### config.mk
export PLATFORM = sky130hd
export DESIGN_NAME = mips_mem_arbiter
export DESIGN_NICKNAME = d
export VERILOG_FILES = /design/src/rtl/mips_mem_pkg.sv /design/src/rtl/mips_mem_arbiter_pick2.sv /design/src/rtl/mips_mem_arbiter.sv
export SDC_FILE = /design/constraint.sdc
export NUM_CORES = 1
export LEC_CHECK = 0
export ABC_AREA = 1
export BUFFER_PORTS_ARGS = -buffer_cell sky130_fd_sc_hd__clkbuf_2
export CAP_MARGIN = 20
export CORE_AREA = 5 5 114 116
export DETAILED_ROUTE_END_ITERATION = 12
export DIE_AREA = 0 0 119 121
export PLACE_DENSITY_LB_ADDON = 0.15
export SKIP_LAST_GASP = 1
export SLEW_MARGIN = 20
export SYNTH_ARGS = -nofsm -noshare
export SYNTH_HDL_FRONTEND = slang
export SYNTH_HIERARCHICAL = 1
export SYNTH_SLANG_ARGS = --single-unit
### constraint.sdc
create_clock -name clk -period 2.1 [get_ports clk]
set_input_delay 0.105 -clock clk [delete_from_list [all_inputs] [get_ports clk]]
set_output_delay 0.105 -clock clk [all_outputs]
set_load 0.01 [all_outputs]
### src/rtl/mips_mem_pkg.sv
// Shared types and constants for the MIPS unified-memory arbiter.
// State encoding, requester IDs and the legal memory latency range.
package mips_mem_pkg;

  typedef enum logic {
    IDLE    = 1'b0,
    RD_WAIT = 1'b1
  } state_t;

  localparam logic REQ_CORE = 1'b0;
  localparam logic REQ_DBG  = 1'b1;

  localparam int MEM_LAT_MIN = 1;
  localparam int MEM_LAT_MAX = 4;

endpackage

### src/rtl/mips_mem_arbiter_pick2.sv
// Combinational 2-way round-robin pick: on a tie the port not named by last wins.
// Zero latency; emits a one-hot (or empty) grant vector.
module mips_rr_pick2
  import mips_mem_pkg::*;
(
  input  logic [1:0] req,
  input  logic       last,
  output logic [1:0] gnt
);

  always_comb begin
    gnt = 2'b00;
    if (req[REQ_CORE] && (!req[REQ_DBG] || (last == REQ_DBG))) begin
      gnt[REQ_CORE] = 1'b1;
    end else if (req[REQ_DBG]) begin
      gnt[REQ_DBG] = 1'b1;
    end
  end

endmodule

### src/rtl/mips_mem_arbiter.sv
// Round-robin arbiter sharing single-port memory between core and debug ports.
// Writes complete in the grant cycle; reads return MEM_LAT cycles after grant, no grants meanwhile.
module mips_mem_arbiter
  import mips_mem_pkg::*;
#(
  parameter int ADDR_W  = 32,
  parameter int DATA_W  = 32,
  parameter int MEM_LAT = 1
) (
  input  logic              clk,
  input  logic              rst,
  input  logic              core_req,
  input  logic              core_we,
  input  logic [ADDR_W-1:0] core_addr,
  input  logic [DATA_W-1:0] core_wdata,
  output logic              core_gnt,
  output logic              core_rvalid,
  output logic [DATA_W-1:0] core_rdata,
  input  logic              dbg_req,
  input  logic              dbg_we,
  input  logic [ADDR_W-1:0] dbg_addr,
  input  logic [DATA_W-1:0] dbg_wdata,
  output logic              dbg_gnt,
  output logic              dbg_rvalid,
  output logic [DATA_W-1:0] dbg_rdata,
  output logic              mem_en,
  output logic              mem_we,
  output logic [ADDR_W-1:0] mem_addr,
  output logic [DATA_W-1:0] mem_wdata,
  input  logic [DATA_W-1:0] mem_rdata
);

  localparam int CNT_W = $clog2(MEM_LAT + 1);

  if (MEM_LAT < MEM_LAT_MIN || MEM_LAT > MEM_LAT_MAX) begin : g_bad_lat
    $error("mips_mem_arbiter: MEM_LAT must be within 1..4");
  end

  state_t           state_q, state_d;
  logic             last_q;
  logic             owner_q;
  logic [CNT_W-1:0] cnt_q;

  logic [1:0] pick;
  logic [1:0] gnt_v;
  logic       any_gnt;
  logic       sel_dbg;
  logic       gnt_we;
  logic       rd_done;

  mips_rr_pick2 u_pick (
    .req  ({dbg_req, core_req}),
    .last (last_q),
    .gnt  (pick)
  );

  // Outputs are forced quiet while rst is high, so grants resume the first cycle after it drops.
  assign gnt_v   = (state_q == IDLE && !rst) ? pick : 2'b00;
  assign any_gnt = |gnt_v;
  assign sel_dbg = gnt_v[REQ_DBG];
  assign gnt_we  = sel_dbg ? dbg_we : core_we;
  assign rd_done = (state_q == RD_WAIT) && (cnt_q == CNT_W'(1)) && !rst;

  assign core_gnt    = gnt_v[REQ_CORE];
  assign dbg_gnt     = gnt_v[REQ_DBG];
  assign core_rvalid = rd_done && (owner_q == REQ_CORE);
  assign dbg_rvalid  = rd_done && (owner_q == REQ_DBG);
  assign core_rdata  = core_rvalid ? mem_rdata : '0;
  assign dbg_rdata   = dbg_rvalid  ? mem_rdata : '0;

  always_comb begin
    state_d   = state_q;
    mem_en    = 1'b0;
    mem_we    = 1'b0;
    mem_addr  = '0;
    mem_wdata = '0;
    if (any_gnt) begin
      mem_en    = 1'b1;
      mem_we    = gnt_we;
      mem_addr  = sel_dbg ? dbg_addr  : core_addr;
      mem_wdata = sel_dbg ? dbg_wdata : core_wdata;
    end
    case (state_q)
      IDLE:    if (any_gnt && !gnt_we) state_d = RD_WAIT;
      RD_WAIT: if (cnt_q == CNT_W'(1)) state_d = IDLE;
      default: state_d = IDLE;
    endcase
  end

  always_ff @(posedge clk) begin
    if (rst) begin
      state_q <= IDLE;
      last_q  <= REQ_DBG;
      owner_q <= REQ_CORE;
      cnt_q   <= '0;
    end else begin
      state_q <= state_d;
      if (any_gnt) begin
        last_q <= sel_dbg;
      end
      // Counter holds MEM_LAT on entry to RD_WAIT; data is returned in the cycle it would hit 0.
      if (any_gnt && !gnt_we) begin
        cnt_q   <= CNT_W'(MEM_LAT);
        owner_q <= sel_dbg;
      end else if (state_q == RD_WAIT) begin
        cnt_q <= cnt_q - CNT_W'(1);
      end
    end
  end

endmodule

* Word-level counts from Yosys, hierarchy flattened *
Cells that the tools add are included.

storage, ports and cells
  register bits = 4
  bits of input ports = 166
  logic and storage cells = 38

operators by class
  $add $sub $neg = 1
  mux-type cells = 18
  bitwise gates (word level) = 2
  reduce and logical (&&, ||, !) cells = 13

operator list
  cell                   count
  $mux W32               6
  $mux W1                10
  $logic_and A1 B1 Y1    7
  $logic_not A1 Y1       3
  $mux W2                1
  $not A1 Y1             2
  $pmux W1 S2            1
  $reduce_bool A2 Y1     1
  $reduce_or A2 Y1       1
  $logic_or A1 B1 Y1     1
  $sub A1 B1 Y1 const B  1

* Longest topological paths before layout *
Gate-level depths: netlist (run 1).

  word-level depth = 10
  gate-level depth with buffers = 8
  mapped depth without buffers = 7

* Cells and area by module *
The synthesis (run 1) kept the hierarchy.

by module, submodules not included
  module            times used  cells each  area an instance (um^2)
  mips_mem_arbiter  1           345         1689.1
  mips_rr_pick2     1           4           27.5

* Least setup slack after synthesis (run 1) *
Ideal clock, no wire load.

  path type = reg2out
  start = reg state_q
  end = out core_rdata[10]
  arrival = 1.172 ns
  data required time = 1.995 ns
  path slack = 0.823 ns
  stages on the path, launching flop included = 6
  buffers on the path = 1
  cell sequence = dfxtp_1 > nand2_1 > nor3_2 > inv_1 > buf_2 > nor2_1

between the ends
  cells in the longest elaborated chain, start to end = 4

ends and longest elaborated chain
  element                           line                    text
  start, declared                   mips_mem_arbiter.sv:39  state_t state_q, state_d;
  start signal, assigned            mips_mem_arbiter.sv:97  state_q <= state_d;
  $logic_and A1 B1 Y1 (2 in a row)  mips_mem_arbiter.sv:62  assign rd_done = (state_q == RD_WAIT) && (cnt_q == CNT_W'(1)) && !rst;
  $logic_and A1 B1 Y1               mips_mem_arbiter.sv:66  assign core_rvalid = rd_done && (owner_q == REQ_CORE);
  via core_rvalid                   mips_mem_arbiter.sv:17  output logic core_rvalid,
  $mux W32                          mips_mem_arbiter.sv:68  assign core_rdata = core_rvalid ? mem_rdata : '0;
  end, declared                     mips_mem_arbiter.sv:18  output logic [DATA_W-1:0] core_rdata,

The timed path passes the listed nets, and every way through them passes these cells.

* Worst setup path in the final report (run 1) *
  start = reg state_q
  end = out core_rdata[29]

between the ends
  cells in the longest elaborated chain, start to end = 4

ends and longest elaborated chain
  element                           line
  $logic_and A1 B1 Y1 (2 in a row)  mips_mem_arbiter.sv:62
  $logic_and A1 B1 Y1               mips_mem_arbiter.sv:66
  $mux W32                          mips_mem_arbiter.sv:68

Every way passes these cells.

==> results.md, run 1 <==
- Outcome: finished, final reports clean
- Synth Net Count: roughly 520
- Yosys top cell area share: 40.0%
- Maximum VDD drop: 0.000256 V
- Final Skew: 0.000482 ns
- Placed Cells: 774
- Largest net degree at the start of global routing: 66
- Post-Synthesis Cells: between 300 and 400
- Critical path class: flip-flop to output pin
- Area leader, netlist: nor2_1
- Vias: 3077
- Seq cells post-synth: 4
- Clock slew at reported path FFs: 0.03 ns
- Avg WL per Cell: 12.1 µm
- Die footprint: 0.0144 mm²
- Clk pwr share: 28.7%
- Core area: 0.0118 mm²
- Net Switching: 0.000411 W
- Chip width: about 120 µm
- Share of cells above drive strength 1: 53.5%
- DIE HEIGHT: between 100 and 150 µm
- Post-synthesis mux area share: 0%
- Largest family of logic cells by synthesized area: simple AND/OR/NAND/NOR gates
- Met1 usage: 11.5%
- Clock buffer depth: 2
- Number of global-route vias before repair: 2912
- Final setup viols: 0
- IO Port Bufs: about 300
- Tot GR Track Use: 12.0%
- Most used routing layer in global routing: met2
- Iter 0 DRT Violations: 83
- Fin. max-slew vios: 0
- Fillers: approximately 1400
- Root buffer cell: clkbuf_16
- # Post-CTS Setup Buffers: 0
- H-tree depth: 1
- CTS tree: yes
- Vias per Instance: 3.96
- Met2 Resource Use GR: 24.1%
- Num ports: 300
- Unrepaired setup endpoints after global routing: false
- Min-delay worst type: input pin to flip-flop
- Initial antenna violation count: 0
- ANT cells: 0
- Max frequency: 533 MHz
- Critical Path AT: 1.77 ns
- Routing usage on met3: 4.57%
- Worst R2R Start: state_q$_SDFF_PP0_
- Clock sinks: 4
- TritonCTS buffer count: 3
- Hold Crit Start: rst
- Worst Setup Start Kind: flip-flop
- Synthesized area: 0.00172 mm²
- Combinational share of power: 62.5%
- Final hold violation count: 0
- Post-synthesis xor/xnor area fraction: less than 1%
- Minimum clock period after layout: between 1.5 and 2 ns
- Starting density of the core: ~15%
- First-pass GRT wire length: 14.2 mm
- Reg2reg setup slack: approximately 0.66 ns
- Number of remaining DRC errors: 0
- Worst Path Required: 2.00 ns
- Synth Area in Adders: 0%
- Cell Int Power: roughly 0.0006 W
- Overall routed net length: 9.44 mm
- Switch share: 39.9%
- Row count: 40
- Most common cell in the netlist: nor2_1
- Worst-Skew Late Latency: 0.22 ns
- Critical Path Source: state_q$_SDFF_PP0_
- Final antenna-violating net count: 0
- Synth Area per Inst: approximately 5 µm²
- Synth warnings: 6
- Drt pass-1 iters: 4
- GR Overflow Total: 0
- Post-Synth Simple-Gate Area: 49.3%
- Sequential Power Share: 8.8%
- # hold bufs at CTS: 0
- Critical path peak fanout: 32
- Routability cong.: 0.834
- Slew at the pin closest to its max-slew limit: 0.917 ns
- Register area share after synthesis: about 4.7%
- Top post-synthesis cells by count: nor2_1, o21ai_0, inv_1
- Max-cap viol count: 0
- Post-synthesis compound-gate area fraction: a little under a quarter
- HPWL after DPL: around 8.1 mm
- Yosys cell types: 28
- CP Capture Type: output pin
- Area added between synthesis and finish: 94.0%
- Main synth FF type: dfxtp_1
- Max transition margin: approximately two fifths
- Post-synthesis async set-or-reset flop share: 0%
- Fin nets: 798
- Leakage power: 2.14 nW
- CTS-repair resized insts: 0
- Tcrit/Tclk final: 89.4%
- Final Non-Filler Cells: 777
- Post-synth EDFFs: 0
- TNS Setup: 0 ns
- Power Density: 309 mW/mm²
- Area contributors post-synth: nor2_1, o21ai_0, inv_1
==> registers in the layout (all words and copies together) (netlist names) <==
name     count
cnt_q        1
last_q       1
owner_q      1
state_q      1
==> cell type report <==
class / count / area [µm²] / area share (%)
repair buffers: 305 / 1580 / 47.4
clock buffers: 3 / 75.1 / 2.25
flip-flops and latches: 4 / 80.1 / 2.41
multi-input cells: 279 / 1260 / 38.0
well taps: 147 / 184 / 5.52
inverters: 39 / 146 / 4.40
==> layer usage <==
layer | up-vias | share of wire [%]
met4 | 0 | 0.59
met5 | - | 0
met3 | 2 | 12
met2 | 173 | 54
li1 | 1619 | -
met1 | 1283 | 34
==> cells by family (layout without fill, tap and decap cells) <==
logic type	after synthesis	count (layout)
xor gates and xnor gates	1	1
DFF	4	4
buffers and inverters	66	347
and+or+nand+nor	207	207
AOI/OAI and AO/OA	71	71
==> final timing paths <==
| check | cells past startpoint | end |
|---|---|---|
| hold / removal | 2 | owner_q$_SDFFE_PP0P_ |
| setup / recovery | 5 | core_rdata[29] |
| setup reg to reg | 7 | owner_q$_SDFFE_PP0P_ |
| hold reg to reg | 2 | owner_q$_SDFFE_PP0P_ |
==> cell usage in the layout, fill, tap and decap left out <==
master,Yosys,layout
buf_12,2,3
nor3_2,1,1
o21ai_2,9,9
nor2_1,183,183
a21boi_2,1,1
o21ai_0,41,41
a21oi_2,1,1
clkbuf_16,0,3
clkbuf_2,1,299
o21ai_1,14,14
nor2_2,10,10
nand2_8,0,1
nand3_1,1,1
nand2_4,2,1
nor2_4,1,1
inv_1,38,38
buf_4,3,3
xnor2_1,1,1
nand3_2,1,1
nand2_1,5,5
nand2_2,2,2
dfxtp_1,4,4
a21oi_1,4,4
a21boi_0,1,1
inv_2,1,1
or2_0,1,1
==> power by group through the flow <==
stage / sequential [W] / combinational, W / clock [W]
after detailed placement: 0.0000917 / 0.000650 / 0
after floorplan: 0.0000906 / 0.000369 / 0
after CTS: 0.0000907 / 0.000652 / 0.000302
after global placement: 0.0000915 / 0.000648 / 0
final: 0.0000907 / 0.000643 / 0.000296
after global routing: 0.0000913 / 0.000725 / 0.000308
==> worst max-delay path, cell delays in order (launching register included) <==
cell	delay [ns]
dfxtp_1	0.42
nand2_1	0.11
nor3_2	0.14
inv_1	0.41
nor2_1	0.29
clkbuf_2	0.17
==> metrics by stage <==
stage	instance area (µm²)	total power [W]	hold WS (ns)	worst slack (ns)	utilization (%)
3_5_place_dp	3250	0.000741	0.408	0.306	27.5
5_1_grt	3330	0.00112	0.206	0.0380	28.2
3_3_place_gp	3250	0.000739	0.410	0.350	27.5
2_1_floorplan	1720	0.000459	0.174	0.823	-
4_1_cts	3320	0.00104	0.176	0.0691	28.1
6_report	3330	0.00103	0.181	0.223	28.2
Power figures use the tool's default switching activity.
==> inputs of run 2 (changes only) <==
==> constraint.sdc (replaced) <==
create_clock -name clk -period 2.1 [get_ports clk]
set_input_delay 0.315 -clock clk [delete_from_list [all_inputs] [get_ports clk]]
set_output_delay 0.315 -clock clk [all_outputs]
set_load 0.01 [all_outputs]
==> results.md, run 2 (synthesis results as in run 1) <==
- Share of cells above drive strength 1: 54.0% (was 53.5%)
- Min-delay worst type: input pin to flip-flop (unchanged)
- Number of remaining DRC errors: 0 (unchanged)
- Starting density of the core: 14.5% (unchanged)
- Critical Path AT: 1.65 ns (was 1.77 ns)
- Minimum clock period after layout: 1.97 ns (was 1.88 ns)
- TNS Setup: 0 ns (unchanged)
- Critical Path Source: last_q$_SDFFE_PP1P_ (was state_q$_SDFF_PP0_)
- GR Overflow Total: 0 (unchanged)
- Num ports: 300 (unchanged)
- CTS tree: yes (unchanged)
- Tcrit/Tclk final: 93.6% (was 89.4%)
- Clock buffer depth: 2 (unchanged)
- Initial antenna violation count: 0 (unchanged)
- Multi-input gate area: 0.00127 mm² (was 0.00126 mm²)
- Row count: 40 (unchanged)
- Clock sinks: 4 (unchanged)
- Maximum VDD drop: 0.000204 V (was 0.000256 V)
- Final hold violation count: 0 (unchanged)
- Max-cap viol count: 0 (unchanged)
- Critical path class: flip-flop to output pin (unchanged)
- Avg WL per Cell: 12.5 µm (was 12.1 µm)
- Final setup viols: 0 (unchanged)
- Power Density: 311 mW/mm² (was 309 mW/mm²)
- DIE HEIGHT: 121 µm (unchanged)
- First-pass GRT wire length: 14.6 mm (was 14.2 mm)
- Root buffer cell: clkbuf_16 (unchanged)
- Worst Path Required: 1.78 ns (was 2.00 ns)
- Reg-to-Reg End: owner_q$_SDFFE_PP0P_ (unchanged)
- Number of global-route vias before repair: 3096 (was 2912)
- # Post-CTS Setup Buffers: 0 (unchanged)
- Vias: 3142 (was 3077)
- CTS-repair resized insts: 0 (unchanged)
- Worst-Skew Late Latency: 0.22 ns (about the same)
- Fillers: 1349 (was 1355)
- Worst R2R Start: state_q$_SDFF_PP0_ (unchanged)
- Iter 0 DRT Violations: 62 (was 83)
- Placed Cells: 777 (was 774)
- Drt pass-1 iters: 4 (unchanged)
- Reg2reg setup slack: 0.73 ns (was 0.66 ns)
- CP Capture Type: output pin (unchanged)
- Die footprint: 0.0144 mm² (unchanged)
- Outcome: finished, final reports clean (unchanged)
- Overall routed net length: 9.79 mm (was 9.44 mm)
- Vias per Instance: 4.02 (was 3.96)
- Largest net degree at the start of global routing: 47 (was 66)
- Routability cong.: 0.855 (was 0.834)
- Tot GR Track Use: 12.3% (was 12.0%)
- Unrepaired setup endpoints after global routing: false (unchanged)
- Commonest non-fill, non-tap cell in the layout: clkbuf_2 (unchanged)
- Core Util, Final: 28.6% (was 28.2%)
- Register area: 80.1 µm² (unchanged)
- Chip width: 119 µm (unchanged)
- HPWL after DPL: 8.46 mm (was 8.13 mm)
- Slew at the pin closest to its max-slew limit: 0.308 ns (was 0.917 ns)
- IO Port Bufs: 299 (unchanged)
- FF-to-FF path depth: 7 (unchanged)
- Max transition margin: 79.4% (was 38.8%)
- TritonCTS buffer count: 3 (unchanged)
- Area added between synthesis and finish: 96.5% (was 94.0%)
- Fin nets: 801 (was 798)
- Fin. max-slew vios: 0 (unchanged)
- Clock slew at reported path FFs: 0.03 ns (about the same)
- Max frequency: 509 MHz (was 533 MHz)
- Most frequent cells in the layout: clkbuf_2, nor2_1, o21ai_0 (unchanged)
- Worst Setup Start Kind: flip-flop (unchanged)
- Core area: 0.0118 mm² (unchanged)
- # hold bufs at CTS: 0 (unchanged)
- Worst Setup EP: mem_addr[10] (was core_rdata[29])
- Final Non-Filler Cells: 781 (was 777)
- Critical path peak fanout: 18 (was 32)
- Final antenna-violating net count: 0 (unchanged)
- Final Skew: 0.00120 ns (was 0.000482 ns)
- H-tree depth: 1 (unchanged)
- Leakage power: 2.15 nW (was 2.14 nW)
run 2: cell types whose count changed in the layout (fill, tap and decap cells not counted), sizes merged:
cell,previous run,this run
buf,6,9
diode,0,1
run 2: how the worst min path moves through the flow:
stage	from	to	cells past startpoint
2_1_floorplan	rst	cnt_q$_SDFFE_PP0P_	1
3_3_place_gp	owner_q$_SDFFE_PP0P_	owner_q$_SDFFE_PP0P_	2
3_5_place_dp	owner_q$_SDFFE_PP0P_	owner_q$_SDFFE_PP0P_	2
4_1_cts	rst	owner_q$_SDFFE_PP0P_	2
5_1_grt	rst	cnt_q$_SDFFE_PP0P_	2
6_report	rst	owner_q$_SDFFE_PP0P_	2
run 2: layout make-up:
cell class	instances	share of cell area [%]
Timing Repair Buffer	308	48.0
Multi-Input combinational cell	279	37.6
Tap cell	147	5.45
Inverter	39	4.34
Sequential cell	4	2.37
Clock buffer	3	2.23
Antenna cell	1	0.0742
run 2: critical path: stages, from the launching register on:
cell and delay [ns]:
dfxtp_1 0.37, inv_1 0.07, a21oi_2 0.12, nand2_2 0.12, nand2_8 0.15, buf_12 0.17, o21ai_0 0.09, nor2_1 0.14
clkbuf_2 0.16
run 2: metrics by stage:
stage          hold WS (ns)  setup slack (ns)  instance area, µm²  power [W]
2_1_floorplan         0.384             0.613                1720   0.000459
3_3_place_gp          0.485             0.203                3280   0.000756
3_5_place_dp          0.482             0.210                3280   0.000759
4_1_cts               0.393            0.0891                3360    0.00106
5_1_grt               0.411           0.00843                3370    0.00114
6_report              0.389             0.134                3370    0.00105
run 2: layer usage:
metal	up-vias	part of all wire, %	GRT usage (%)
met1	1324	35	11.9
met4	0	1.5	3.40
met5	-	0	0
met2	178	53	24.4
met3	12	9.8	4.01
li1	1628	-	-
run 2: report_power, final:
part           internal, W  leakage, nW  switching, W
clock             0.000243       0.0370     0.0000529
sequential       0.0000835       0.0329    0.00000777
combinational     0.000303         2.08      0.000359
